$ cat src/rtl/race_control.sv
// race_control: race sequencer feeding the lap timer's start/stop/lap_finished inputs.
// Runs the pre-race countdown, validates in-order checkpoint crossings, counts laps
// and ends the race after NUM_LAPS laps.
// Optional feature macro: RACE_CONTROL_FALSE_START_EN (checkpoint during countdown = false start).
module race_control #(
    parameter int NUM_CHECKPOINTS = 4,
    parameter int NUM_LAPS        = 3,
    parameter int COUNTDOWN_STEPS = 3,
    parameter int TICK_DIV        = 65000000
) (
    input  logic       pclk,
    input  logic       rst_n,
    input  logic       race_req,
    input  logic       abort,
    input  logic       cp_valid,
    input  logic [2:0] cp_id,
    output logic       start,
    output logic       stop,
    output logic       lap_finished,
    output logic [3:0] countdown,
    output logic [3:0] lap_count,
    output logic       race_active,
    output logic       race_done,
    output logic       cp_error,
    output logic       false_start
);

    // A single-cycle tick period would give $clog2 of 0, so keep at least one bit.
    localparam int TICK_W = (TICK_DIV > 1) ? $clog2(TICK_DIV) : 1;
    localparam logic [TICK_W-1:0] TICK_MAX = TICK_W'(TICK_DIV - 1);
    localparam logic [3:0] CD_START = 4'(COUNTDOWN_STEPS);
    localparam logic [3:0] LAST_LAP = 4'(NUM_LAPS - 1);
    localparam logic [2:0] LAST_CP  = 3'(NUM_CHECKPOINTS - 1);

    typedef enum logic [2:0] {
        IDLE,
        COUNTDOWN,
        RACING,
        STOPPING,
        FINISHED
    } state_t;

    state_t            state, state_next;
    logic [TICK_W-1:0] tick, tick_next;
    logic [2:0]        expected, expected_next;
    logic [2:0]        last_id, last_id_next;
    logic [3:0]        countdown_next, lap_count_next;
    logic              start_next, stop_next, lap_finished_next, cp_error_next;
    logic              race_active_next, race_done_next, false_start_next;

    // Register state and every output so the lap timer only sees clean, glitch-free pulses.
    always_ff @(posedge pclk or negedge rst_n) begin
        if (!rst_n) begin
            state        <= IDLE;
            tick         <= '0;
            expected     <= 3'd1;
            last_id      <= 3'd0;
            countdown    <= 4'd0;
            lap_count    <= 4'd0;
            start        <= 1'b0;
            stop         <= 1'b0;
            lap_finished <= 1'b0;
            cp_error     <= 1'b0;
            race_active  <= 1'b0;
            race_done    <= 1'b0;
            false_start  <= 1'b0;
        end else begin
            state        <= state_next;
            tick         <= tick_next;
            expected     <= expected_next;
            last_id      <= last_id_next;
            countdown    <= countdown_next;
            lap_count    <= lap_count_next;
            start        <= start_next;
            stop         <= stop_next;
            lap_finished <= lap_finished_next;
            cp_error     <= cp_error_next;
            race_active  <= race_active_next;
            race_done    <= race_done_next;
            false_start  <= false_start_next;
        end
    end

    // Next-state and next-output logic; pulses default low so each lasts exactly one cycle.
    always_comb begin
        state_next        = state;
        tick_next         = tick;
        expected_next     = expected;
        last_id_next      = last_id;
        countdown_next    = countdown;
        lap_count_next    = lap_count;
        start_next        = 1'b0;
        stop_next         = 1'b0;
        lap_finished_next = 1'b0;
        cp_error_next     = 1'b0;
`ifdef RACE_CONTROL_FALSE_START_EN
        false_start_next  = false_start;
`else
        false_start_next  = 1'b0;
`endif

        case (state)
            IDLE, FINISHED: begin
                if (race_req) begin
                    state_next       = COUNTDOWN;
                    countdown_next   = CD_START;
                    tick_next        = '0;
                    lap_count_next   = 4'd0;
                    expected_next    = 3'd1;
                    false_start_next = 1'b0;
                end
            end

            COUNTDOWN: begin
                if (abort) begin
                    state_next     = IDLE;
                    countdown_next = 4'd0;
                end
`ifdef RACE_CONTROL_FALSE_START_EN
                else if (cp_valid && (cp_id != 3'd0)) begin
                    state_next       = IDLE;
                    countdown_next   = 4'd0;
                    false_start_next = 1'b1;
                end
`endif
                else if (tick == TICK_MAX) begin
                    tick_next = '0;
                    if (countdown == 4'd1) begin
                        countdown_next = 4'd0;
                        state_next     = RACING;
                        start_next     = 1'b1;
                    end else begin
                        countdown_next = countdown - 4'd1;
                    end
                end else begin
                    tick_next = tick + 1'b1;
                end
            end

            RACING: begin
                if (abort) begin
                    state_next = IDLE;
                    stop_next  = 1'b1;
                end else if (cp_valid) begin
                    if (cp_id == expected) begin
                        last_id_next = cp_id;
                        if (expected == 3'd0) begin
                            lap_finished_next = 1'b1;
                            lap_count_next    = lap_count + 4'd1;
                            expected_next     = 3'd1;
                            // Final lap: stop must follow one cycle later, never alongside lap_finished.
                            if (lap_count == LAST_LAP) begin
                                state_next = STOPPING;
                            end
                        end else if (expected == LAST_CP) begin
                            expected_next = 3'd0;
                        end else begin
                            expected_next = expected + 3'd1;
                        end
                    end else if (cp_id != last_id) begin
                        cp_error_next = 1'b1;
                    end
                end
            end

            STOPPING: begin
                stop_next  = 1'b1;
                state_next = FINISHED;
            end

            default: begin
                state_next = IDLE;
            end
        endcase

        race_active_next = (state_next == RACING);
        race_done_next   = (state_next == FINISHED);
    end

endmodule

$ cat config.mk
export PLATFORM = sky130hd
export DESIGN_NAME = race_control
export DESIGN_NICKNAME = d
export VERILOG_FILES = /design/src/rtl/race_control.sv
export SDC_FILE = /design/constraint.sdc
export NUM_CORES = 1
export LEC_CHECK = 0
export CORE_MARGIN = 8
export CORE_UTILIZATION = 50
export DETAILED_ROUTE_END_ITERATION = 6
export PLACE_DENSITY = 0.82
export SLEW_MARGIN = 30
export SYNTH_ARGS = -nofsm -noshare
export SYNTH_HDL_FRONTEND = slang
export SYNTH_SLANG_ARGS = --single-unit
$ cat constraint.sdc
create_clock -name pclk -period 5 [get_ports pclk]
set_input_delay 1 -clock pclk [delete_from_list [all_inputs] [get_ports pclk]]
set_output_delay 1 -clock pclk [all_outputs]
set_load 0.03 [all_outputs]
==> flow_metrics.tcl, run 1 <==
set metrics [dict create \
    start_util_pct 51.8 \
    die_w_um 91.7 \
    grt.total_usage_pct 15.4 \
    drtIter0Drc 206 \
    synth-seq-cells 49 \
    seqCellArea_sq_um 1230 \
    seq_area_frac_synth_pct 42.8 \
    detail_route.wl_per_cell_um 16.6 \
    core_area_sq_um 5540 \
    cpLargestDelayFamily "compound AO/OA/AOI/OAI gates" \
    root_buffer "clkbuf_8" \
    via_count 2319 \
    rsz0062_at_grt "false" \
    finalHoldViolations 0 \
    gp_congestion 0.858 \
    start_kind "primary input" \
    tightest_slew_ns 0.821 \
    synth_area_sq_um 2870 \
    routed_wirelength_mm 6.38 \
    setup.worst_path.end_class "register" \
    clock_path_buffers 2 \
    synth_edf_count 0 \
    area_growth_pct 10.4 \
    max_slew_margin_pct 44.9 \
    cts_tree "done" \
    via_per_inst 6.05 \
    cts_max_level 2 \
    crit_type "primary input to register" \
    crit_slowest_cell "or4b_1" \
    syn_area_per_cell_sq_um 9.62 \
    antenna_found_initial 0 \
    dr.pass1.iters 4 \
    hold_slack_ns 0.523 \
    synthCells 298 \
    maxSlewViolCount 0 \
    crit_chain "clkdlybuf4s50_1 > or4b_1 > o21ai_1 > o21ai_0" \
    port_buffers 21 \
    syn_nets 313 \
    crit_path_max_incr_delay_ns 0.85 \
    dp_hpwl_mm 4.29 \
    die_area_sq_um 8420 \
    synthArstFlopShare_pct 100 \
    fillCellCount 503 \
    finalCritPeriodShare_pct 65.5 \
    hp-class "register to register" \
    rows 27 \
    grt_max_degree 50 \
    clock_latency_ns 0.30 \
    numCtsBuffers 5 \
    critPathArrivalTime_ns 3.43 \
    setup-violations-final 0 \
    mostFrequentLayoutCell "dfrtp_1" \
    cts_resized 0 \
    cts_setup_buffers 0 \
    ys_types 63 \
    crit_buf_inv 1 \
    clock_sinks 49 \
    die-height_um 91.7 \
    diodes 0 \
    final_cell_mix "dfrtp_1 (48), nor2_1 (26), nand2_1 (26)" \
    maxCapViolCount 0 \
    antenna_left 0 \
    status "finished, final reports clean" \
    min_period_ns 3.28 \
    worstPathMaxFanout 13 \
    ys.flop_type "dfrtp_1" \
    io-pin-count 23 \
    power.density_nw_per_um2 258 \
    multi_input_area_sq_um 1500 \
    max_freq_ghz 0.305 \
    ys_warn_count 0 \
    leakage_nw 1.35 \
    dp_cells 375 \
    drc_errors 0 \
    worst_ep_required_time_ns 5.15 \
    fin_setup_tns_ns 0 \
    path_clk_slew_ns 0.10 \
    cts.hold.buffers_added 0 \
    grt_pass1_vias 2257 \
    layout.nets 325 \
    final_cells 383 \
    grt.overflow.total 0 \
    vdd.ir_drop.worst_v 0.000184 \
    skew_ns 0.0161 \
    grt_pass1_wl_mm 10.9 \
    drive_gt1_share_pct 10.9 \
]
-- flip-flops by register name, indices dropped and copies added, names as in the netlist --
| register | cells |
|---|---|
| tick | 26 |
| countdown | 4 |
| lap_count | 4 |
| expected | 3 |
| last_id | 3 |
| state | 3 |
| cp_error | 1 |
| lap_finished | 1 |
| race_active | 1 |
| race_done | 1 |
| start | 1 |
| stop | 1 |
-- cells by family after synthesis --
kind of cell / Yosys count / share of synthesized area (%)
simple gates: 134 / 27.0
buf+inv: 28 / 5.24
xor+xnor: 19 / 5.80
other cells: 1 / 0.131
fa+ha+maj: 7 / 3.05
compound gates: 53 / 13.4
flops: 49 / 42.8
mux: 7 / 2.62
-- worst register-to-register path, stage by stage, from the launching register on --
cell     delay (ns)
dfrtp_1        0.43
ha_1           0.22
and4_1         0.29
and2_0         0.45
nand3_2        0.48
o21ai_1        0.82
o21ai_0        0.24
-- through the flow --
stage	util, %	area (sq um)	total power [W]	setup slack [ns]
after global routing	57.2	3170	0.000857	1.60
after CTS	57.2	3170	0.000821	1.78
after floorplan	-	2870	0.000532	2.67
after global placement	55.4	3070	0.000573	1.60
after detailed placement	55.4	3070	0.000577	1.44
final	57.2	3170	0.000818	1.72
-- worst paths after layout --
kind	start	endpoint	slack, ns	depth (start not counted)
worst max-delay path	abort	tick[10]$_DFFE_PN0P_	1.72	4
worst min-delay path	tick[3]$_DFFE_PN0P_	tick[3]$_DFFE_PN0P_	0.52	1
worst max register to register	tick[0]$_DFFE_PN0P_	tick[10]$_DFFE_PN0P_	1.93	6
worst min register to register	tick[3]$_DFFE_PN0P_	tick[3]$_DFFE_PN0P_	0.52	1
max in group asynchronous	rst_n	tick[2]$_DFFE_PN0P_	3.87	1
min in group asynchronous	rst_n	countdown[3]$_DFFE_PN0P_	0.71	1
-- final cells by class --
| type | count | area share [%] |
|---|---|---|
| multi-input combinational | 221 | 47.3 |
| timing repair buffer | 22 | 6.80 |
| sequential | 49 | 38.8 |
| tap | 72 | 2.84 |
| clock buffer | 6 | 2.61 |
| inverter | 11 | 1.30 |
| clock inverter | 2 | 0.435 |
-- where the power goes --
part	switching [W]	leakage [nW]	total [W]	internal (W)
clock network	0.000134	0.0512	0.000246	0.000112
registers	0.0000264	0.670	0.000438	0.000412
logic	0.0000849	0.630	0.000134	0.0000493
total	0.000245	1.35	0.000818	0.000573
-- synthesized netlist by cell type, types with 3 or more instances --
cell,instances,area [sq um]
nor3b_1,3,22.5
a21oi_1,3,15.0
or4b_2,3,30.0
nor3_1,9,45.0
xor2_1,9,78.8
mux2_2,4,45.0
nor4_1,4,25.0
nand3_1,15,75.1
inv_1,11,41.3
ha_1,7,87.6
nor2_1,26,97.6
nand2_1,26,97.6
o211ai_1,4,30.0
and3_1,7,43.8
a31oi_1,6,37.5
o21ai_0,17,85.1
buf_6,3,33.8
dfrtp_1,48,1200
buf_4,4,30.0
buf_2,6,30.0
xnor2_1,10,87.6
clkbuf_1,4,15.0
nand4_1,13,81.3
a311oi_1,3,26.3
or3_1,3,18.8
mux2i_1,3,30.0
-- per-layer routing --
layer / track usage (%) / part of all wire, % / vias to the layer above
met5: 0 / 0 / -
met1: 20.8 / 46 / 1123
met4: 4.43 / 0.89 / 0
li1: - / - / 1104
met3: 2.85 / 5.7 / 5
met2: 24.4 / 47 / 87
Power figures use the tool's default switching activity.
==> run 2: changes to the inputs <==
- clock period: 5 -> 3.4 ns (I/O delays scaled with it)
==> run 2 against run 1 <==
Effect of this change:
- first-iteration DRC count increased by 16%
- combinational power rose by 51%
- sequential share of layout area fell by 0.51 points
- design area increased by 1.3%
- final cell count increased by 1.6%
- worst hold slack worse by 0.14 ns
- setup slack got worse by 0.75 ns
- routed wire length rose by 1.9%
- register-to-register slack lost 0.91 ns
- clock power increased by 44%
- critical path depth increased by 1
- count of clock-buffer cells in the layout grew 1
- critical path type unchanged
- largest cell class unchanged
- largest power group unchanged
==> flow_metrics.tcl, run 2 (synthesized netlist as in run 1, its figures left out) <==
set metrics [dict create \
    status "finished, final reports clean" \
    via_per_inst 6.10 \
    crit_buf_inv 1 \
    mostFrequentLayoutCell "dfrtp_1" \
    clock_latency_ns 0.30 \
    via_count 2371 \
    crit_slowest_cell "or4b_1" \
    final_area_sq_um 3210 \
    root_buffer "clkbuf_8" \
    grt_use_met3_pct 3.34 \
    cts.hold.buffers_added 0 \
    grt_pass1_wl_mm 10.8 \
    fillCellCount 481 \
    rows 27 \
    finalHoldViolations 0 \
    cts_resized 0 \
    detail_route.wl_per_cell_um 16.7 \
    numCtsBuffers 5 \
    clock_path_buffers 2 \
    crit_path_max_incr_delay_ns 0.70 \
    final_cell_mix "dfrtp_1 (48), nor2_1 (26), nand2_1 (26)" \
    final_cells 389 \
    dp_hpwl_mm 4.49 \
    setup-violations-final 0 \
    area_growth_pct 11.9 \
    seqCellArea_sq_um 1230 \
    layout.nets 331 \
    antenna_left 0 \
    placed_area_sq_um 3120 \
    grt_max_degree 50 \
    grt.total_usage_pct 15.5 \
    use_met1_pct 20.3 \
    diodes 0 \
    die-height_um 91.7 \
    max_slew_margin_pct 50.1 \
    port_buffers 21 \
    max_freq_ghz 0.413 \
    top_register "tick" \
    crit_type "primary input to register" \
    dr.pass1.iters 5 \
    crit_chain "clkdlybuf4s50_1 > or4b_1 > nand2_1 > nand3_1 > a311o_1" \
    core_area_sq_um 5540 \
    clock_sinks 49 \
    drtIter0Drc 238 \
    cp_num_cells 5 \
    cts_setup_buffers 0 \
    die_area_sq_um 8420 \
    largest_reg_flops 26 \
    multi_input_area_sq_um 1500 \
    gp_congestion 0.904 \
    dp_cells 381 \
    path_clk_slew_ns 0.09 \
    hold_slack_ns 0.378 \
    setup.worst_path.end_class "register" \
    leakage_nw 1.37 \
    rsz0062_at_grt "false" \
    worst_ep_required_time_ns 3.59 \
    routed_wirelength_mm 6.50 \
    skew_ns 0.0172 \
    tightest_slew_ns 0.747 \
    top_usage_layer "met2" \
    maxCapViolCount 0 \
    cts_tree "done" \
    largestRegisters "tick: 26 flops, countdown: 4 flops, lap_count: 4 flops" \
    p_total_w 0.00120 \
    drive_gt1_share_pct 12.3 \
    worstPathMaxFanout 8 \
    hp-class "primary input to asynchronous set/reset pin" \
    drc_errors 0 \
    finalCritPeriodShare_pct 71.2 \
    io-pin-count 23 \
    start_util_pct 51.8 \
    grt.met2_usage_pct 24.6 \
    die_w_um 91.7 \
    maxSlewViolCount 0 \
    cts_max_level 2 \
    grt_pass1_vias 2218 \
    start_kind "primary input" \
    cpLargestDelayFamily "simple AND/OR/NAND/NOR gates" \
    rr_worst_depth 7 \
    r2r_slack_ns 1.02 \
    vdd.ir_drop.worst_v 0.000246 \
    min_period_ns 2.42 \
    power.density_nw_per_um2 374 \
    fin_setup_tns_ns 0 \
    antenna_found_initial 0 \
    grt.overflow.total 0 \
    critPathArrivalTime_ns 2.61 \
]
-- run 2: cell count changes in the layout (fill, tap and decap cells not counted), sizes merged --
| cell | previous run | this run |
|---|---|---|
| buf | 2 | 8 |
| clkinvlp | 0 | 1 |
| clkinv | 2 | 0 |
| clkbuf | 6 | 7 |
-- run 2: per-layer routing --
layer / share of wire (%) / wire [um]
met1: 45 / 2910
met4: 1.8 / 119
met2: 47 / 3050
met3: 6.4 / 415
met5: 0 / 0
-- run 2: final timing paths --
kind,startpoint,endpoint
max in group asynchronous,rst_n,expected[2]$_DFFE_PN0P_
worst max-delay path,abort,tick[7]$_DFFE_PN0P_
worst min-delay path,rst_n,countdown[1]$_DFFE_PN0P_
worst max register to register,tick[9]$_DFFE_PN0P_,tick[12]$_DFFE_PN0P_
min in group pclk,tick[23]$_DFFE_PN0P_,tick[23]$_DFFE_PN0P_
worst min register to register,tick[23]$_DFFE_PN0P_,tick[23]$_DFFE_PN0P_
-- run 2: per-stage QoR --
| step | setup WS [ns] | utilization (%) |
|---|---|---|
| final | 0.978 | 57.9 |
| after global routing | 0.873 | 57.9 |
| after CTS | 1.02 | 57.9 |
| after detailed placement | 0.691 | 56.2 |
| after global placement | 0.733 | 56.2 |
| after floorplan | 1.39 | - |
-- run 2: worst reg2reg max path, stage by stage, from the launching register on --
cell and delay (ns):
dfrtp_1 0.55, nand4_1 0.35, nor4_4 0.41, nand3_2 0.10, buf_4 0.21, o21ai_1 0.34
buf_4 0.22, o21ai_1 0.09
-- run 2: report_power, final --
| part | switching, W | leakage (nW) | internal, W |
|---|---|---|---|
| sequential | 0.0000388 | 0.670 | 0.000606 |
| combinational | 0.000125 | 0.659 | 0.0000783 |
| clock | 0.000188 | 0.0445 | 0.000166 |
-- run 2: cell type report --
cell class	instances	share of cell area (%)
Sequential cell	49	38.2
Tap cell	72	2.81
Clock buffer	7	2.69
Timing Repair Buffer	28	8.11
Multi-Input combinational cell	221	46.6
Clock inverter	1	0.234
Inverter	11	1.29
==> run 3: changes to the inputs <==
- PLACE_DENSITY: 0.82 -> 0.85
- clock period: 3.4 -> 2.2 ns (I/O delays scaled with it)
==> run 3 against run 2 <==
Effect of this change:
- global-route usage rose by 1.4 points
- final cell count rose by 8.2%
- worst hold slack got worse by 0.31 ns
- setup slack got worse by 0.84 ns
==> flow_metrics.tcl, run 3 (synthesized netlist as in run 1, its figures left out) <==
set metrics [dict create \
    status "finished, final reports clean" \
    crit_slowest_cell "or4b_1" \
    crit_type "primary input to register" \
    dp_hpwl_mm 5.29 \
    grt_pass1_vias 2507 \
    grt_pass1_wl_mm 11.8 \
    max_slew_margin_pct 62.0 \
    crit_chain "clkdlybuf4s50_1 > or4b_1 > buf_4 > buf_4 > nor4_1 > o21bai_1" \
    io-pin-count 23 \
    start_util_pct 51.8 \
    diodes 0 \
    power.density_nw_per_um2 596 \
    numCtsBuffers 5 \
    die-height_um 91.7 \
    clock_path_buffers 2 \
    swShare_pct 28.1 \
    p_clk_share_pct 32.5 \
    internal-power_w 0.00149 \
    pwr-share-seq_pct 46.9 \
    vdd.ir_drop.worst_v 0.000455 \
    hold_slack_ns 0.0655 \
    largest_reg_flops 26 \
    dr.pass1.iters 5 \
    drc_errors 0 \
    max_freq_ghz 0.485 \
    path_clk_slew_ns 0.09 \
    setup.worst_path.end_class "register" \
    die_w_um 91.7 \
    clock_sinks 49 \
    rsz0062_at_grt "false" \
    critPathArrivalTime_ns 2.30 \
    cpLargestDelayFamily "simple AND/OR/NAND/NOR gates" \
    worst_ep_required_time_ns 2.44 \
    port_buffers 21 \
    gp_congestion 0.918 \
    cp_common_cell "buf_4" \
    core_area_sq_um 5540 \
    clock_latency_ns 0.30 \
    final_cell_mix "dfrtp_1 (48), buf_4 (39), nor2_1 (26), nand2_1 (26), clkdlybuf4s50_1 (20)" \
    finalHoldViolations 0 \
    finalCritPeriodShare_pct 93.8 \
    final_cells 421 \
    grt_max_degree 21 \
    cts_setup_buffers 0 \
    crit_path_max_incr_delay_ns 0.66 \
    die_area_sq_um 8420 \
    cts_max_level 2 \
    placed_area_sq_um 3350 \
    drive_gt1_share_pct 20.6 \
    comb_power_share_pct 20.6 \
    rows 27 \
    cts_tree "done" \
    crit_buf_inv 3 \
    hp-class "primary input to asynchronous set/reset pin" \
    drtIter0Drc 231 \
    cts.hold.buffers_added 0 \
    top_register "tick" \
    p_switching_w 0.000582 \
    layout.nets 363 \
    mostFrequentLayoutCell "dfrtp_1" \
    grt.total_usage_pct 16.9 \
    skew_ns 0.00855 \
    min_period_ns 2.06 \
    final_core_util_pct 62.6 \
    area_growth_pct 21.0 \
    dp_cells 413 \
    tightest_slew_ns 0.569 \
    maxCapViolCount 0 \
    fillCellCount 437 \
    start_kind "primary input" \
    antenna_found_initial 0 \
    worstPathMaxFanout 6 \
    via_per_inst 6.01 \
    largestRegisters "tick: 26 flops, countdown: 4 flops, lap_count: 4 flops" \
    root_buffer "clkbuf_8" \
    detail_route.wl_per_cell_um 16.6 \
    maxSlewViolCount 0 \
    leakage_nw 1.54 \
    routed_wirelength_mm 7.01 \
    setup-violations-final 0 \
    via_count 2532 \
    grt.overflow.total 0 \
    final_area_sq_um 3470 \
    antenna_left 0 \
]
[run 3: cell types whose count changed in the layout (fill, tap and decap cells not counted)]
cell	change
clkinvlp_4	-1
and3_2	+1
and3_1	-1
buf_2	+1
buf_4	+31
bufinv_16	+1
[run 3: final timing paths]
check | from | endpoint | slack (ns) | cells past startpoint
hold reg to reg | tick[3]$_DFFE_PN0P_ | tick[3]$_DFFE_PN0P_ | 0.52 | 1
min in group pclk | tick[3]$_DFFE_PN0P_ | tick[3]$_DFFE_PN0P_ | 0.52 | 1
setup / recovery | abort | tick[25]$_DFFE_PN0P_ | 0.14 | 6
max in group asynchronous | rst_n | tick[16]$_DFFE_PN0P_ | 1.53 | 2
setup reg to reg | tick[7]$_DFFE_PN0P_ | countdown[0]$_DFFE_PN0P_ | 0.16 | 5
hold / removal | rst_n | countdown[0]$_DFFE_PN0P_ | 0.07 | 1
[run 3: through the flow]
stage                     power (W)  TNS [ns]  worst slack, ns
after floorplan             0.00121         0            0.200
after global placement      0.00139    -0.972           -0.119
after detailed placement    0.00141     -1.55           -0.162
after CTS                   0.00207         0           0.0899
after global routing        0.00215         0          0.00878
final                       0.00207         0            0.137
[run 3: worst reg2reg max path, delay by kind of cell (launching register included)]
kind | cells | cell delay (ns)
AND/OR/NAND/NOR | 3 | 1.06
AO/OA/AOI/OAI | 1 | 0.15
flip-flops | 1 | 0.40
multiplexers | 1 | 0.35
[run 3: cell type report]
cell class	instances	area, sq um	share of cell area [%]
clock inverter	1	30.0	0.865
multi-input combinational	221	1500	43.2
timing repair buffer	60	498	14.3
inverter	11	41.3	1.19
sequential	49	1230	35.4
tap	72	90.1	2.60
clock buffer	7	86.3	2.49
[run 3: power by group through the flow]
stage                     clock network, W  registers [W]  logic (W)
after floorplan                          0        0.00101   0.000197
after global placement                   0       0.000985   0.000403
after detailed placement                 0       0.000989   0.000417
after CTS                         0.000678       0.000971   0.000422
after global routing              0.000710       0.000977   0.000461
final                             0.000673       0.000970   0.000427
[run 3: timing repair]
item                                    CTS  global route
endpoints found under the hold margin     0             0
resized for setup                         0             1
endpoints found under the setup margin    0             2
[run 3: metal layers]
| metal | vias up | GRT usage (%) | share of wire, % | wire length, um |
|---|---|---|---|---|
| met4 | 0 | 4.97 | 1.7 | 121 |
| met2 | 116 | 29.3 | 50 | 3520 |
| li1 | 1185 | - | - | - |
| met1 | 1215 | 20.9 | 42 | 2960 |
| met5 | - | 0 | 0 | 0 |
| met3 | 16 | 2.93 | 5.9 | 412 |
